===== src/rtl/mem_arb_pkg.sv =====
// mem_arb_pkg
//   Shared definitions for the memory-port arbiter slice.
//   - WORD_LEN       : data/address width of the unified memory port.
//   - MAX_DATA_BURST : default number of consecutive data grants allowed
//                      while a fetch is waiting (starvation guard only).
//   - arb_state_t    : arbiter sequencer states.
package mem_arb_pkg;

  localparam int WORD_LEN       = 32;
  localparam int MAX_DATA_BURST = 4;

  typedef enum logic [1:0] {
    IDLE  = 2'd0,
    FETCH = 2'd1,
    DATA  = 2'd2,
    RESP  = 2'd3
  } arb_state_t;

endpackage


===== src/rtl/mem_arb_starve_cnt.sv =====
// mem_arb_starve_cnt
//   Fetch starvation guard. Counts data grants issued while the IF stage is
//   waiting; once the count reaches MAX_DATA_BURST the arbiter lets the
//   fetch go ahead of data. Any fetch grant clears the count.
//   Only instantiated when ARB_STARVE_GUARD_EN is defined.
// Ports:
//   clk, rst     : clock, asynchronous active-high reset
//   data_grant   : IDLE is granting a data access this cycle
//   fetch_grant  : IDLE is granting a fetch this cycle
//   if_req       : IF stage request is pending
//   burst_hit    : count has reached MAX_DATA_BURST
module mem_arb_starve_cnt #(
  parameter int MAX_DATA_BURST = mem_arb_pkg::MAX_DATA_BURST
) (
  input  logic clk,
  input  logic rst,
  input  logic data_grant,
  input  logic fetch_grant,
  input  logic if_req,
  output logic burst_hit
);

  localparam int                CNT_W   = $clog2(MAX_DATA_BURST + 1);
  localparam logic [CNT_W-1:0]  CNT_MAX = CNT_W'(MAX_DATA_BURST);

  logic [CNT_W-1:0] cnt_reg;

  always_ff @(posedge clk or posedge rst) begin
    if (rst) begin
      cnt_reg <= '0;
    end else if (fetch_grant) begin
      cnt_reg <= '0;
    end else if (data_grant && if_req && (cnt_reg != CNT_MAX)) begin
      // Saturate: a flushed fetch can keep data winning past the limit.
      cnt_reg <= cnt_reg + CNT_W'(1);
    end
  end

  assign burst_hit = (cnt_reg == CNT_MAX);

endmodule


===== src/rtl/mem_port_arbiter.sv =====
// mem_port_arbiter
//   Arbitrates one external memory port between instruction fetch (IF) and
//   load/store (MEM). Data normally has priority. The granted access is held
//   on ext_req until ext_ready, then the read data is registered and a
//   one-cycle done pulse is returned in the RESP state. Freeze outputs hold
//   the pipeline while an access is outstanding and drop in RESP so the
//   pipeline advances exactly once per access.
//   Optional macro ARB_STARVE_GUARD_EN: after MAX_DATA_BURST data grants
//   with a fetch waiting, the fetch is granted ahead of data.
// Ports:
//   clk, rst                         : clock, asynchronous active-high reset
//   if_req, if_addr, if_flush        : fetch request, PC, branch flush
//   if_rdata, if_done                : fetched instruction, completion pulse
//   mem_r_en, mem_w_en               : load / store request
//   mem_addr, mem_wdata              : data address, store data
//   mem_rdata, mem_done              : load data, completion pulse
//   freeze_IF, freeze_all            : pipeline hold controls
//   ext_req, ext_we, ext_addr,
//   ext_wdata                        : registered memory request
//   ext_rdata, ext_ready             : memory response
module mem_port_arbiter #(
  parameter int WORD_LEN = mem_arb_pkg::WORD_LEN
`ifdef ARB_STARVE_GUARD_EN
  , parameter int MAX_DATA_BURST = mem_arb_pkg::MAX_DATA_BURST
`endif
) (
  input  logic                clk,
  input  logic                rst,
  input  logic                if_req,
  input  logic [WORD_LEN-1:0] if_addr,
  input  logic                if_flush,
  output logic [WORD_LEN-1:0] if_rdata,
  output logic                if_done,
  input  logic                mem_r_en,
  input  logic                mem_w_en,
  input  logic [WORD_LEN-1:0] mem_addr,
  input  logic [WORD_LEN-1:0] mem_wdata,
  output logic [WORD_LEN-1:0] mem_rdata,
  output logic                mem_done,
  output logic                freeze_IF,
  output logic                freeze_all,
  output logic                ext_req,
  output logic                ext_we,
  output logic [WORD_LEN-1:0] ext_addr,
  output logic [WORD_LEN-1:0] ext_wdata,
  input  logic [WORD_LEN-1:0] ext_rdata,
  input  logic                ext_ready
);

  import mem_arb_pkg::*;

  arb_state_t state_reg;
  arb_state_t state_next;

  logic resp_is_data_reg;
  logic flush_seen_reg;
  logic if_done_reg;

  logic data_req;
  logic grant_data;
  logic grant_fetch;
  logic fetch_first;
  logic access_ack;

  assign data_req   = mem_r_en | mem_w_en;
  // ext_ready only counts while an access is actually on the port.
  assign access_ack = ((state_reg == FETCH) || (state_reg == DATA)) && ext_ready;

`ifdef ARB_STARVE_GUARD_EN
  logic burst_hit;

  mem_arb_starve_cnt #(
    .MAX_DATA_BURST (MAX_DATA_BURST)
  ) u_starve_cnt (
    .clk         (clk),
    .rst         (rst),
    .data_grant  (grant_data),
    .fetch_grant (grant_fetch),
    .if_req      (if_req),
    .burst_hit   (burst_hit)
  );

  // burst_hit is registered, so this does not loop back through the grants.
  assign fetch_first = burst_hit && if_req && !if_flush;
`else
  assign fetch_first = 1'b0;
`endif

  // State register.
  always_ff @(posedge clk or posedge rst) begin
    if (rst) begin
      state_reg <= IDLE;
    end else begin
      state_reg <= state_next;
    end
  end

  // Next-state and grant decode.
  always_comb begin
    state_next  = state_reg;
    grant_data  = 1'b0;
    grant_fetch = 1'b0;
    case (state_reg)
      IDLE: begin
        if (fetch_first) begin
          grant_fetch = 1'b1;
          state_next  = FETCH;
        end else if (data_req) begin
          grant_data = 1'b1;
          state_next = DATA;
        end else if (if_req && !if_flush) begin
          grant_fetch = 1'b1;
          state_next  = FETCH;
        end
      end
      FETCH, DATA: begin
        if (ext_ready) begin
          state_next = RESP;
        end
      end
      RESP: begin
        state_next = IDLE;
      end
      default: begin
        state_next = IDLE;
      end
    endcase
  end

  // Registered request, response data and done pulses.
  always_ff @(posedge clk or posedge rst) begin
    if (rst) begin
      ext_req          <= 1'b0;
      ext_we           <= 1'b0;
      ext_addr         <= '0;
      ext_wdata        <= '0;
      if_rdata         <= '0;
      mem_rdata        <= '0;
      mem_done         <= 1'b0;
      if_done_reg      <= 1'b0;
      resp_is_data_reg <= 1'b0;
      flush_seen_reg   <= 1'b0;
    end else begin
      mem_done    <= 1'b0;
      if_done_reg <= 1'b0;

      if (grant_data) begin
        ext_req          <= 1'b1;
        ext_we           <= mem_w_en;
        ext_addr         <= mem_addr;
        ext_wdata        <= mem_wdata;
        resp_is_data_reg <= 1'b1;
      end else if (grant_fetch) begin
        ext_req          <= 1'b1;
        ext_we           <= 1'b0;
        ext_addr         <= if_addr;
        resp_is_data_reg <= 1'b0;
        flush_seen_reg   <= 1'b0;
      end

      // A flush cannot cancel the memory access; it only kills the done pulse.
      if ((state_reg == FETCH) && if_flush) begin
        flush_seen_reg <= 1'b1;
      end

      if (access_ack) begin
        ext_req <= 1'b0;
        if (resp_is_data_reg) begin
          if (!ext_we) begin
            mem_rdata <= ext_rdata;
          end
          mem_done <= 1'b1;
        end else begin
          if_rdata    <= ext_rdata;
          if_done_reg <= !(flush_seen_reg || if_flush);
        end
      end
    end
  end

  // Combinational outputs: freezes, and the fetch done pulse which must also
  // be suppressed by a flush arriving during the RESP cycle itself.
  always_comb begin
    freeze_all = data_req && !((state_reg == RESP) && resp_is_data_reg);
    freeze_IF  = freeze_all || (if_req && !((state_reg == RESP) && !resp_is_data_reg));
    if_done    = if_done_reg && !if_flush;
  end

endmodule


===== config.mk =====
export PLATFORM = sky130hd
export DESIGN_NAME = mem_port_arbiter
export DESIGN_NICKNAME = d
export VERILOG_FILES = /design/src/rtl/mem_arb_pkg.sv /design/src/rtl/mem_arb_starve_cnt.sv /design/src/rtl/mem_port_arbiter.sv
export SDC_FILE = /design/constraint.sdc
export NUM_CORES = 1
export LEC_CHECK = 0
export CAP_MARGIN = 5
export CORE_AREA = 3 3 127 129
export CTS_BUF_LIST = sky130_fd_sc_hd__clkbuf_4 sky130_fd_sc_hd__clkbuf_8
export DETAILED_ROUTE_END_ITERATION = 8
export DIE_AREA = 0 0 130 132
export GPL_TIMING_DRIVEN = 0
export PLACE_DENSITY = 0.77
export SYNTH_ARGS = -nofsm -noshare
export SYNTH_HDL_FRONTEND = slang
export SYNTH_SLANG_ARGS = --single-unit

===== constraint.sdc =====
create_clock -name clk -period 3.65 [get_ports clk]
set_input_delay 0.365 -clock clk [delete_from_list [all_inputs] [get_ports clk]]
set_output_delay 0.365 -clock clk [all_outputs]
set_load 0.1 [all_outputs]

**Word-level counts from Yosys, hierarchy flattened**

Cells that the tools add are included.

- Register bits: 136
- Output and inout bits: 134

- Eq/ne operators: 6
- Multiplexer cells: 23
- Bitwise operators: 3
- Reductions and logical operators: 25

Operators with widths:

| cell | count |
|---|---|
| 2-to-1 mux 32 bit | 2 |
| 2-to-1 mux 1 bit | 17 |
| logical AND 1 bit | 8 |
| 2-to-1 mux 2 bit | 3 |
| case mux 2 bit (3 select lines) | 1 |
| AND reduction 2 bit | 3 |
| zero test 1 bit | 5 |
| equality test 2 bit, second input constant | 2 |
| nonzero test 2 bit | 2 |
| logical OR 1 bit | 3 |
| != test 3 bit, second input constant | 1 |
| AND reduction 3 bit | 1 |
| nonzero test 3 bit | 1 |
| equality test 2 x 1 -> 1 bit, second input constant | 1 |
| zero test 2 bit | 1 |
| != test 2 x 1 -> 1 bit, second input constant | 1 |
| != test 2 bit, second input constant | 1 |
| inverter 1 bit | 2 |
| OR reduction 2 bit | 1 |
| bitwise OR 1 bit | 1 |

**Longest topological paths before layout**

- Depth after elaboration: 8
- Gate-level depth with buffers: 6
- Mapped depth without buffers: 5

**Worst setup path after synthesis**

OpenSTA, ideal clock, no wires.

- Kind: input to output
- Start: input mem_w_en
- End: output freeze_IF
- Data arrival time: 2,086 ps
- Required time: 3,285 ps
- Setup slack: 1,199 ps
- Cell stages on the path: 3
- Buffers on the path: 1
- Path through: buf_4 -> o31ai_1 -> a21oi_1

- Word-level cells in the longest chain between the ends: 3

Ends and longest elaborated chain:

| item | line | text |
|---|---|---|
| start: declaration | mem_port_arbiter.sv:35 | `input logic mem_w_en,` |
| bitwise OR 1 bit | mem_port_arbiter.sv:65 | `assign data_req = mem_r_en \| mem_w_en;` |
| logical AND 1 bit | mem_port_arbiter.sv:184 | `freeze_all = data_req && !((state_reg == RESP) && resp_is_data_reg);` |
| logical OR 1 bit | mem_port_arbiter.sv:185 | `freeze_IF = freeze_all \|\| (if_req && !((state_reg == RESP) && !resp_is_data_reg));` |
| end: declaration | mem_port_arbiter.sv:40 | `output logic freeze_IF,` |

Every way passes these cells.

**Final worst setup path**

- Start: input if_req
- End: output freeze_IF

- Word-level cells in the longest chain between the ends: 2

Ends and longest elaborated chain:

| item | line | text |
|---|---|---|
| start: declaration | mem_port_arbiter.sv:29 | `input logic if_req,` |
| logical AND 1 bit | mem_port_arbiter.sv:185 |  |
| logical OR 1 bit | mem_port_arbiter.sv:185 |  |

Every way passes these cells.

==> results by group <==
Layout
  • Layout cells sized above 1: 24.8%
  • Net count, final: 848
  • Commonest non-fill, non-tap cell in the layout: clkdlybuf4s50_1
  • Commonest cells after routing, fill and taps aside: clkdlybuf4s50_1, dfrtp_1, nand2_1
  • Area grow syn2layout: 59.7%
  • Antenna diode count: 0
  • Layout filler cell count: 1202

Setup path
  • WP data arrival: 2.45 ns
  • CP max-delay cell: clkdlybuf4s50_1
  • Crit-path leading delay family: buffers and inverters
  • Critical path launch point type: input port
  • WS Path Type: input port to primary output
  • Crit. End Element: primary output
  • Worst path cell trace: clkdlybuf4s50_1, nand2b_1, o31ai_1, a21oi_1, clkdlybuf4s50_1
  • Number of stages on the worst setup path: 5
  • Worst EP required: 3.28 ns
  • CP peak stage delay: 1.16 ns
  • Reg2reg path depth: 5
  • CP dominant cell by count: clkdlybuf4s50_1
  • Crit path max fanout: 4
  • WP buf/inv: 2

Yosys
  • Top FF cell, synth: dfrtp_1
  • Syn avg cell area: 13.6 sq um
  • Asr flop ratio synth: 100%
  • Flops & latches, synth: 136
  • Unique cell type count in the Yosys netlist: 34
  • Seq/Total Area, Yosys: 59.3%
  • Syn Nets: 560
  • Ys Warns: 0
  • Mapped Cells: 421
  • Synth Cell Area: 0.00574 sq mm
  • EDFF count, synth: 0

Clocking
  • Clk buf depth: 2
  • CTS tree: done
  • CTS Sinks: 136
  • TritonCTS Buffers: 17
  • Worst-path clk slew: 0.07 ns
  • Cts repair resizes: 0
  • Htree depth: 4
  • Post-CTS Setup Inserts: 0
  • Clock Latency Late Sink: 0.43 ns
  • CTS Root Cell: clkbuf_8
  • Hold Buf Count CTS: 0

Timing
  • Setup violations, final: 0
  • RSZ-0062 raised after global routing: no
  • Hold Violations, Final: 0
  • Crit share post-route: 77.1%
  • Final setup TNS: 0 ns
  • Worst Slack Setup Final: 0.835 ns
  • Worst slew margin: 31.7%
  • Skew final: 0.0100 ns
  • Fin crit period: 2.82 ns
  • Hold Slack: 0.286 ns
  • Max Slew Vio Count: 0
  • Fmax: 355 MHz
  • Slew @ Worst Pin: 1.02 ns

GRT
  • Number of global-route vias before repair: 4599
  • Initial antenna violation count: 0
  • All-Layer GR Usage: 17.7%
  • First-pass GRT wire length: 23800 microns
  • GR Overflow Total: 0
  • Largest net degree at the start of global routing: 43

Placed design
  • Port Buffers: 266
  • DP Worst Slack: 0.832 ns
  • Post-DP HPWL: 11600 microns
  • Final GP Congestion: 0.753

Min path
  • WHS Path Cells: 3
  • Worst min path class: input port to flop

Detailed routing
  • Drt total wl: 14800 microns
  • Drt via density: 4.72
  • Routed WL per cell: 16.3 microns
  • Residual DRC: 0
  • DR iter-0 viols: 126
  • Antenna viol nets, final: 0
  • Drt pass-1 iters: 4
  • DR vias: 4291

Die
  • I/O pin total: 269
  • Die height: 132 microns
  • Rows: 45
  • Die Wd: 130 microns
  • Core Area: 0.0151 sq mm
  • Initial Util: 37.9%
  • DIE AREA: 0.0172 sq mm

Flow run
  • Maxcap violations: 0

Run status
  • Status: complete, no violations
## worst paths after layout
path	startpoint	endpoint	slack (ns)
hold / removal	mem_w_en	ext_we	0.29
setup / recovery	if_req	freeze_IF	0.83
min in group asynchronous	rst	ext_addr[23]	0.30
hold reg to reg	flush_seen_reg	if_done_reg	0.43
max in group asynchronous	rst	ext_wdata[7]	2.55
setup reg to reg	state_reg[0]	if_rdata[8]	1.68
## metrics by stage
step	area, sq um	instances	util, %
after detailed placement	8700	878	57.4
after global routing	9170	910	60.5
after CTS	9170	910	60.5
final	9170	910	60.5
after floorplan	5740	421	-
after global placement	8640	875	57.0
## Yosys cell counts (2+ instances only)
library cell | number | share of area [%]
mux2_1 | 7 | 1.4
buf_6 | 3 | 0.59
mux2_4 | 30 | 7.8
clkbuf_1 | 3 | 0.20
dfrtp_1 | 136 | 59
inv_1 | 7 | 0.46
a21oi_1 | 3 | 0.26
ha_1 | 4 | 0.87
o21ai_0 | 2 | 0.17
nand2_1 | 97 | 6.3
buf_2 | 12 | 1.0
nor3_1 | 2 | 0.17
mux2_2 | 91 | 18
nand3_1 | 2 | 0.17
a2bb2oi_1 | 2 | 0.31
buf_4 | 2 | 0.26
## layout make-up
class                           instances  area [sq um]  area share [%]
Sequential cell                       136          3400            37.1
Timing Repair Buffer                  269          2720            29.7
Multi-Input combinational cell        258          2190            23.9
Clock buffer                           20           269            2.94
Tap cell                              188           235            2.57
Clock inverter                         12           196            2.14
Buffer                                 20           120            1.31
Inverter                                7          30.0           0.328
## worst min-delay path, stage by stage
cell and delay (ns):
buf_4 0.15, nand3_1 0.07, o21ai_0 0.07
## cells by family (layout without fill, tap and decap cells)
family	count (synthesis)	count (layout)	share of synthesized area (%)
simple gates	109	109	7.83
compound gates	17	17	2.36
buf+inv	27	328	2.55
fa+ha+maj	4	4	0.872
mux	128	128	27.1
flops	136	136	59.3
## layer usage
metal / global-route usage [%] / vias up / routed length [microns]
met5: 0 / - / 0
met4: 5.83 / 0 / 205
met3: 6.12 / 16 / 1090
met2: 30.9 / 149 / 7740
met1: 20.1 / 2124 / 5780
li1: - / 2002 / -
Power is left out: the tool's default activity adds up to more than one toggle a clock period on the data nets, which glitch-free logic cannot reach.
